File: src/rtl/home_event_scheduler_pkg.sv
// Shared types and constants for the home-automation event scheduler.
// Source ids double as bit positions in the pending bitmap.
package home_sched_pkg;

  typedef enum logic [1:0] {
    IDLE,
    OFFER,
    HOLD
  } state_t;

  localparam int NUM_SRC = 5;

  localparam logic [2:0] SRC_S0   = 3'd0;
  localparam logic [2:0] SRC_S1   = 3'd1;
  localparam logic [2:0] SRC_S2   = 3'd2;
  localparam logic [2:0] SRC_S3   = 3'd3;
  localparam logic [2:0] SRC_TEMP = 3'd4;

  function automatic logic [NUM_SRC-1:0] src_onehot(input logic [2:0] id);
    return NUM_SRC'(1) << id;
  endfunction

endpackage

File: src/rtl/home_event_scheduler_rr_arbiter4.sv
// Combinational 4-way round-robin picker: grants the first requester found
// searching upward from ptr, wrapping 3 -> 0.
module rr_arbiter4 (
  input  logic [3:0] req,
  input  logic [1:0] ptr,
  output logic [1:0] gnt_id,
  output logic       any
);

  logic [1:0] idx;

  always_comb begin
    gnt_id = ptr;
    idx    = ptr;
    any    = |req;
    // Walk from the farthest offset back to ptr so the nearest requester wins.
    for (int k = 3; k >= 0; k--) begin
      idx = ptr + 2'(k);
      if (req[idx]) begin
        gnt_id = idx;
      end
    end
  end

endmodule

File: src/rtl/home_event_scheduler.sv
// Turns sensor rising edges and temperature alarms into serialized service
// requests over valid/ready, with a minimum hold gap between services.
module home_event_scheduler
  import home_sched_pkg::*;
#(
  parameter int          HOLD_CYCLES = 8,
  parameter logic [5:0]  TEMP_HI     = 6'd40,
  parameter int          DROP_W      = 8
) (
  input  logic              clk,
  input  logic              rst,
  input  logic [3:0]        sensors,
  input  logic [5:0]        temp,
  output logic              svc_valid,
  output logic [2:0]        svc_id,
  input  logic              svc_ready,
  output logic [4:0]        pending,
  output logic              busy,
  output logic [DROP_W-1:0] drop_cnt
);

  localparam int HW = (HOLD_CYCLES > 1) ? $clog2(HOLD_CYCLES) : 1;
  localparam logic [HW-1:0] HOLD_LOAD = HW'(HOLD_CYCLES - 1);

  state_t              state_reg, state_next;
  logic [3:0]          sens_q;
  logic                hot_q;
  logic [4:0]          pending_reg, pending_next;
  logic [DROP_W-1:0]   drop_reg, drop_next;
  logic [2:0]          svc_id_reg, svc_id_next;
  logic [1:0]          rr_reg, rr_next;
  logic [HW-1:0]       hold_reg, hold_next;

  logic                hot;
  logic [4:0]          ev;
  logic [4:0]          clr;
  logic                accept;
  logic [1:0]          gnt_id;
  logic                gnt_any;

  rr_arbiter4 u_rr (
    .req    (pending_reg[3:0]),
    .ptr    (rr_reg),
    .gnt_id (gnt_id),
    .any    (gnt_any)
  );

  assign hot    = (temp >= TEMP_HI);
  assign ev     = {hot & ~hot_q, sensors & ~sens_q};
  assign accept = (state_reg == OFFER) && svc_ready;
  assign clr    = accept ? src_onehot(svc_id_reg) : '0;

  // A fresh event re-pends its source even if that source is being cleared.
  always_comb begin
    pending_next = (pending_reg & ~clr) | ev;
    drop_next    = drop_reg;
    if ((|(ev & pending_reg & ~clr)) && (drop_reg != '1)) begin
      drop_next = drop_reg + DROP_W'(1);
    end
  end

  always_comb begin
    state_next  = state_reg;
    svc_id_next = svc_id_reg;
    rr_next     = rr_reg;
    hold_next   = hold_reg;
    case (state_reg)
      IDLE: begin
        if (|pending_reg) begin
          svc_id_next = pending_reg[SRC_TEMP] ? SRC_TEMP : {1'b0, gnt_id};
          state_next  = OFFER;
        end
      end
      OFFER: begin
        if (svc_ready) begin
          hold_next  = HOLD_LOAD;
          state_next = HOLD;
          if (svc_id_reg != SRC_TEMP) begin
            rr_next = svc_id_reg[1:0] + 2'd1;
          end
        end
      end
      HOLD: begin
        if (hold_reg == '0) begin
          state_next = IDLE;
        end else begin
          hold_next = hold_reg - HW'(1);
        end
      end
      default: state_next = IDLE;
    endcase
  end

  always_ff @(posedge clk or negedge rst) begin
    if (!rst) begin
      state_reg   <= IDLE;
      sens_q      <= '0;
      hot_q       <= 1'b0;
      pending_reg <= '0;
      drop_reg    <= '0;
      svc_id_reg  <= '0;
      rr_reg      <= '0;
      hold_reg    <= '0;
    end else begin
      state_reg   <= state_next;
      sens_q      <= sensors;
      hot_q       <= hot;
      pending_reg <= pending_next;
      drop_reg    <= drop_next;
      svc_id_reg  <= svc_id_next;
      rr_reg      <= rr_next;
      hold_reg    <= hold_next;
    end
  end

  assign svc_valid = (state_reg == OFFER);
  assign busy      = (state_reg != IDLE);
  assign svc_id    = svc_id_reg;
  assign pending   = pending_reg;
  assign drop_cnt  = drop_reg;

endmodule

File: config.mk
export PLATFORM = sky130hd
export DESIGN_NAME = home_event_scheduler
export DESIGN_NICKNAME = d
export VERILOG_FILES = /design/src/rtl/home_event_scheduler_pkg.sv /design/src/rtl/home_event_scheduler_rr_arbiter4.sv /design/src/rtl/home_event_scheduler.sv
export SDC_FILE = /design/constraint.sdc
export NUM_CORES = 1
export LEC_CHECK = 0
export CAP_MARGIN = 25
export CORE_MARGIN = 2
export CORE_UTILIZATION = 40
export CTS_BUF_LIST = sky130_fd_sc_hd__clkbuf_8
export DETAILED_ROUTE_END_ITERATION = 10
export GPL_TIMING_DRIVEN = 0
export PLACE_DENSITY_LB_ADDON = 0.25
export SETUP_SLACK_MARGIN = 0.2
export SLEW_MARGIN = 20
export SYNTH_ARGS = -nofsm -noshare
export SYNTH_HDL_FRONTEND = slang
export SYNTH_HIERARCHICAL = 1
export SYNTH_SLANG_ARGS = --single-unit
File: constraint.sdc
create_clock -name clk -period 2.75 [get_ports clk]
set_input_delay 0.275 -clock clk [delete_from_list [all_inputs] [get_ports clk]]
set_output_delay 0.275 -clock clk [all_outputs]
set_load 0.005 [all_outputs]
==> results.sh, run 1 <==
export IMPL_viasPerCell=5.33
export IMPL_fin_nets=198
export IMPL_dp_cells=221
export IMPL_outcome="completed"
export IMPL_syn_to_final_growth_pct=25.4
export IMPL_vias=1200
export IMPL_cts_made_buffers=3
export IMPL_path_max_fanout=8
export IMPL_worst_path_largest_cell_delay_ns=0.46
export IMPL_core_area_um2=3630
export IMPL_endpoint_kind="flip-flop"
export IMPL_tightest_slew_ns=0.630
export IMPL_final_area_um2=1880
export IMPL_cts_sinks=28
export IMPL_period_share=0.785
export IMPL_grt_pass1_wl_um=5620
export IMPL_clockBufferDepth=2
export IMPL_fmax_mhz=463
export IMPL_p_leak_nw=0.817
export IMPL_yosysWarnings=6
export IMPL_clk_latency_ns=0.28
export IMPL_syn_nets=166
export IMPL_clkTransAtPathRegs_ns=0.09
export IMPL_final_hold_viol_count=0
export IMPL_post_place_ws_ns=0.467
export IMPL_maxCapViolCount=0
export IMPL_crit_required_ns=2.92
export IMPL_htree_levels=1
export IMPL_max_slew_margin=0.580
export IMPL_drtIter0Drc=60
export IMPL_syn_cell_area_um2=1500
export IMPL_grt_overflow_total=0
export IMPL_grt_max_degree=29
export IMPL_gp_congestion=0.780
export IMPL_post_cts_buffers=0
export IMPL_io_buffers=27
export IMPL_setup_tns_ns=0
export IMPL_wl_per_cell_um=13.7
export IMPL_dpl_cell_area_um2=1830
export IMPL_postRouteAntennaNets=0
export IMPL_final_max_slew_violation_count=0
export IMPL_clock_root_buffer="clkbuf_8"
export IMPL_stdcell_count=225
export IMPL_dpl_hpwl_um=2350
export IMPL_rsz0062_at_grt="no"
export IMPL_largest_reg_flops=8
export IMPL_start_util=0.413
export IMPL_synth_cells=146
export IMPL_die_h_um=65.2
export IMPL_ctsResizeCount=0
export IMPL_powerDensity_nw_per_um2=946
export IMPL_fin_ws_ns=0.592
export IMPL_skew_ns=0.00353
export IMPL_total_power_mw=1.78
export IMPL_hp_class="in2async"
export IMPL_crit_arrival_ns=2.32
export IMPL_rows=22
export IMPL_period_needed_ns=2.16
export IMPL_final_setup_viol_count=0
export IMPL_die_w_um=65.2
export IMPL_peakVddDrop_mv=0.357
export IMPL_dr_pass1_iters=4
export IMPL_grt_pass1_vias=1225
export IMPL_antenna_cells=0
export IMPL_totalWireLength_um=3090
export IMPL_drc=0
export IMPL_crit_slowest_cell="dfrtp_1"
export IMPL_critPathKind="reg2reg"
export IMPL_crit_chain="inv_1 -> ha_1 -> nand2_1 -> o21ai_1 -> or3_1 -> buf_2 -> a311oi_2 -> mux2_1"
export IMPL_tritoncts="built"
export IMPL_hold_buffers=0
export IMPL_cp_start_kind="flip-flop"
export IMPL_avgSynthCellArea_um2=10.3
export IMPL_antenna_found_initial=0
export IMPL_track_usage=0.169
export IMPL_num_fill_cells=355
export IMPL_dieArea_um2=4260
export IMPL_drive_gt1_frac=0.102
export IMPL_io_pins=31
[layer usage]
layer	wire, um	GRT usage
met1	1450	0.225
met2	1520	0.276
met3	69	0.0223
met4	54	0.0755
met5	0	0
[power by group]
| part | switching [mW] | total, mW | internal, mW |
|---|---|---|---|
| clock | 0.129 | 0.257 | 0.128 |
| sequential | 0.171 | 0.723 | 0.552 |
| combinational | 0.348 | 0.800 | 0.451 |
[stage by stage]
stage | util | hold WS (ns)
floorplan | - | -0.0206
global placement | 0.504 | 0.437
detailed placement | 0.502 | 0.335
CTS | 0.518 | 0.0287
global route | 0.518 | 0.0523
finish | 0.518 | 0.00605
[worst max-delay path: cells and delay by family (launching register included)]
family | cells | cell delay, ns
AOI/OAI and AO/OA | 2 | 0.34
adders and majority gates | 1 | 0.22
DFF | 1 | 0.46
and+or+nand+nor | 2 | 0.40
buffers and inverters | 2 | 0.28
muxes | 1 | 0.35
[cell usage in the layout (no fill, tap or decap), types with 2 or more instances in the layout]
cell and instances:
ha_1 7, and3_1 2, o21ai_0 12, a31oi_1 3
or3_1 3, nor2_1 6, clkbuf_8 4, nand2b_1 7
dfrtp_1 28, buf_2 2, nand2_1 17, a21oi_1 6
and2b_2 2, o221ai_1 2, mux2_1 3, nand4_1 2
clkdlybuf4s50_1 26, nand3_1 2, a22o_1 2, nand3b_1 3
or4_1 2, inv_1 12
[final timing paths]
check                                start     endpoint  slack (ns)  cells after the start
worst max-delay path             svc_id[0]  drop_cnt[7]        0.59                      8
worst min-delay path                   rst  hold_reg[2]       0.006                      1
worst max register to register   svc_id[0]  drop_cnt[7]        0.59                      8
worst min register to register   sens_q[1]   pending[1]        0.46                      1
max in group asynchronous              rst   pending[0]        2.33                      1
min in group clk                sensors[2]    sens_q[2]        0.46                      1
[area by class of cell]
type / count / area (um^2) / share of cell area
multi-input combinational: 104 / 738 / 0.393
sequential: 28 / 701 / 0.373
timing repair buffer: 27 / 265 / 0.141
tap: 48 / 60.1 / 0.0319
clock buffer: 4 / 55.1 / 0.0293
inverter: 12 / 45.0 / 0.0240
buffer: 2 / 16.3 / 0.00865
Power figures use the tool's default switching activity.
==> inputs of run 2 (changes only) <==
==> constraint.sdc (replaced) <==
create_clock -name clk -period 1.7 [get_ports clk]
set_input_delay 0.17 -clock clk [delete_from_list [all_inputs] [get_ports clk]]
set_output_delay 0.17 -clock clk [all_outputs]
set_load 0.005 [all_outputs]
==> run 2 against run 1 <==
The run now ends with negative setup slack left. Sequential cell count stayed put. Count of clock-buffer cells in the layout shrank 1. Sequential power is 62% higher. Register-to-register slack worse by 0.84 ns. Worst hold slack improved by 0.36 ns. Critical path depth shrank 2. Critical path type unchanged. Highest routed layer unchanged.
==> results.sh, run 2 (synthesized netlist as in run 1, its figures left out) <==
export IMPL_outcome="finished with violations"
export IMPL_violations="negative setup slack"
export IMPL_antenna_cells=0
export IMPL_track_usage=0.169
export IMPL_htree_levels=1
export IMPL_start_util=0.413
export IMPL_clock_root_buffer="clkbuf_8"
export IMPL_max_slew_margin=0.580
export IMPL_seq_area_um2=712
export IMPL_hp_class="in2reg"
export IMPL_p_leak_nw=0.997
export IMPL_drive_gt1_frac=0.345
export IMPL_largest_reg_flops=8
export IMPL_grt_pass1_vias=1270
export IMPL_dieArea_um2=4260
export IMPL_crit_chain="buf_6 -> ha_4 -> a21bo_1 -> o22a_4 -> a311oi_2 -> mux2_1"
export IMPL_mostFrequentLayoutCells="clkdlybuf4s50_1 (21), dfrtp_1 (19), buf_4 (16)"
export IMPL_worst_path_largest_cell_delay_ns=0.44
export IMPL_critPathKind="reg2reg"
export IMPL_crit_required_ns=1.86
export IMPL_powerDensity_nw_per_um2=1590
export IMPL_fin_ws_ns=-0.251
export IMPL_num_fill_cells=314
export IMPL_drc=0
export IMPL_grt_pass1_wl_um=5770
export IMPL_final_common_cell="clkdlybuf4s50_1"
export IMPL_fin_nets=221
export IMPL_tritoncts="built"
export IMPL_grt_overflow_total=0
export IMPL_clkTransAtPathRegs_ns=0.10
export IMPL_rsz0062_at_grt="yes"
export IMPL_io_pins=31
export IMPL_clockBufferDepth=2
export IMPL_io_buffers=27
export IMPL_gp_congestion=0.800
export IMPL_crit_family="compound AO/OA/AOI/OAI gates"
export IMPL_cts_made_buffers=3
export IMPL_post_place_ws_ns=-0.527
export IMPL_viasPerCell=5.30
export IMPL_endpoint_kind="flip-flop"
export IMPL_grt_max_degree=29
export IMPL_setup_tns_ns=-1.33
export IMPL_peakVddDrop_mv=0.794
export IMPL_period_share=1.15
export IMPL_postRouteAntennaNets=0
export IMPL_multi_input_comb_area_um2=873
export IMPL_tightest_slew_ns=0.629
export IMPL_total_power_mw=3.57
export IMPL_wl_per_cell_um=14.6
export IMPL_final_setup_viol_count=8
export IMPL_period_needed_ns=1.95
export IMPL_final_max_slew_violation_count=0
export IMPL_dr_pass1_iters=6
export IMPL_fmax_mhz=513
export IMPL_cp_start_kind="flip-flop"
export IMPL_crit_slowest_cell="dfrtp_2"
export IMPL_maxCapViolCount=0
export IMPL_vias=1315
export IMPL_core_area_um2=3630
export IMPL_syn_to_final_growth_pct=50.1
export IMPL_critPathBufInv=1
export IMPL_die_h_um=65.2
export IMPL_crit_arrival_ns=2.11
export IMPL_rows=22
export IMPL_drtIter0Drc=61
export IMPL_final_area_um2=2250
export IMPL_utilization=0.620
export IMPL_path_max_fanout=6
export IMPL_totalWireLength_um=3630
export IMPL_skew_ns=0.00775
export IMPL_clk_latency_ns=0.27
export IMPL_final_hold_viol_count=0
export IMPL_cts_sinks=28
export IMPL_die_w_um=65.2
export IMPL_dpl_cell_area_um2=1830
export IMPL_antenna_found_initial=0
export IMPL_dpl_hpwl_um=2270
-- run 2: cell types whose count changed in the layout (fill, tap and decap cells not counted), sizes merged --
cell	previous run	this run
buf	3	24
clkdlybuf4s50	26	21
dlymetal6s2s	0	4
bufinv	0	1
dlygate4sd2	0	1
dlygate4sd3	0	1
-- run 2: path summary, 6_finish.rpt --
path | start | end | slack (ns) | depth (start not counted)
max | svc_id[1] | drop_cnt[7] | -0.25 | 6
min reg2reg | hot_q | pending[4] | 0.45 | 1
min | sensors[2] | sens_q[2] | 0.37 | 1
max reg2reg | svc_id[1] | drop_cnt[7] | -0.25 | 6
min in group asynchronous | rst | hold_reg[1] | 0.44 | 2
max in group asynchronous | rst | drop_cnt[3] | 0.80 | 2
-- run 2: repair_timing --
action	CTS	global route
endpoints found under the setup margin	16	21
hold buffers	1	0
pin swaps	5	11
buffers inserted	8	14
hold endpoints to repair	28	0
resized for setup	21	32
-- run 2: layout make-up --
cell class,count,area share
inverter,12,0.0211
clock inverter,1,0.0133
multi-input combinational,104,0.388
tap,48,0.0267
sequential,28,0.316
clock buffer,3,0.0183
timing repair buffer,50,0.207
buffer,2,0.0100
-- run 2: routing by layer --
layer | track usage | part of all wire | vias to the layer above | wire, um
li1 | - | - | 633 | -
met1 | 0.228 | 0.45 | 650 | 1640
met2 | 0.287 | 0.51 | 28 | 1850
met3 | 0.0274 | 0.032 | 4 | 116
met4 | 0.0365 | 0.0061 | 0 | 22
met5 | 0 | 0 | - | 0
-- run 2: per-stage QoR --
step	std cells	hold WS, ns
2_1_floorplan	146	-0.126
3_3_place_gp	221	0.435
3_5_place_dp	221	0.225
4_1_cts	234	0.366
5_1_grt	248	0.369
6_report	248	0.367
-- run 2: power by group --
| part | switching [mW] | internal (mW) | leakage, nW |
|---|---|---|---|
| registers | 0.265 | 0.906 | 0.313 |
| clock network | 0.202 | 0.315 | 0.0357 |
| logic | 0.817 | 1.07 | 0.648 |
==> inputs of run 3 (changes only) <==
--- a/config.mk
+++ b/config.mk
@@ -5,11 +5,12 @@
 export SDC_FILE = /design/constraint.sdc
 export NUM_CORES = 1
 export LEC_CHECK = 0
-export CAP_MARGIN = 25
+export CAP_MARGIN = 10
 export CORE_MARGIN = 2
 export CORE_UTILIZATION = 40
 export CTS_BUF_LIST = sky130_fd_sc_hd__clkbuf_8
 export DETAILED_ROUTE_END_ITERATION = 10
+export GPL_ROUTABILITY_DRIVEN = 0
 export GPL_TIMING_DRIVEN = 0
 export PLACE_DENSITY_LB_ADDON = 0.25
 export SETUP_SLACK_MARGIN = 0.2
==> results of run 3 <==
Final layout, timing and power as in run 2 (identical DEF).
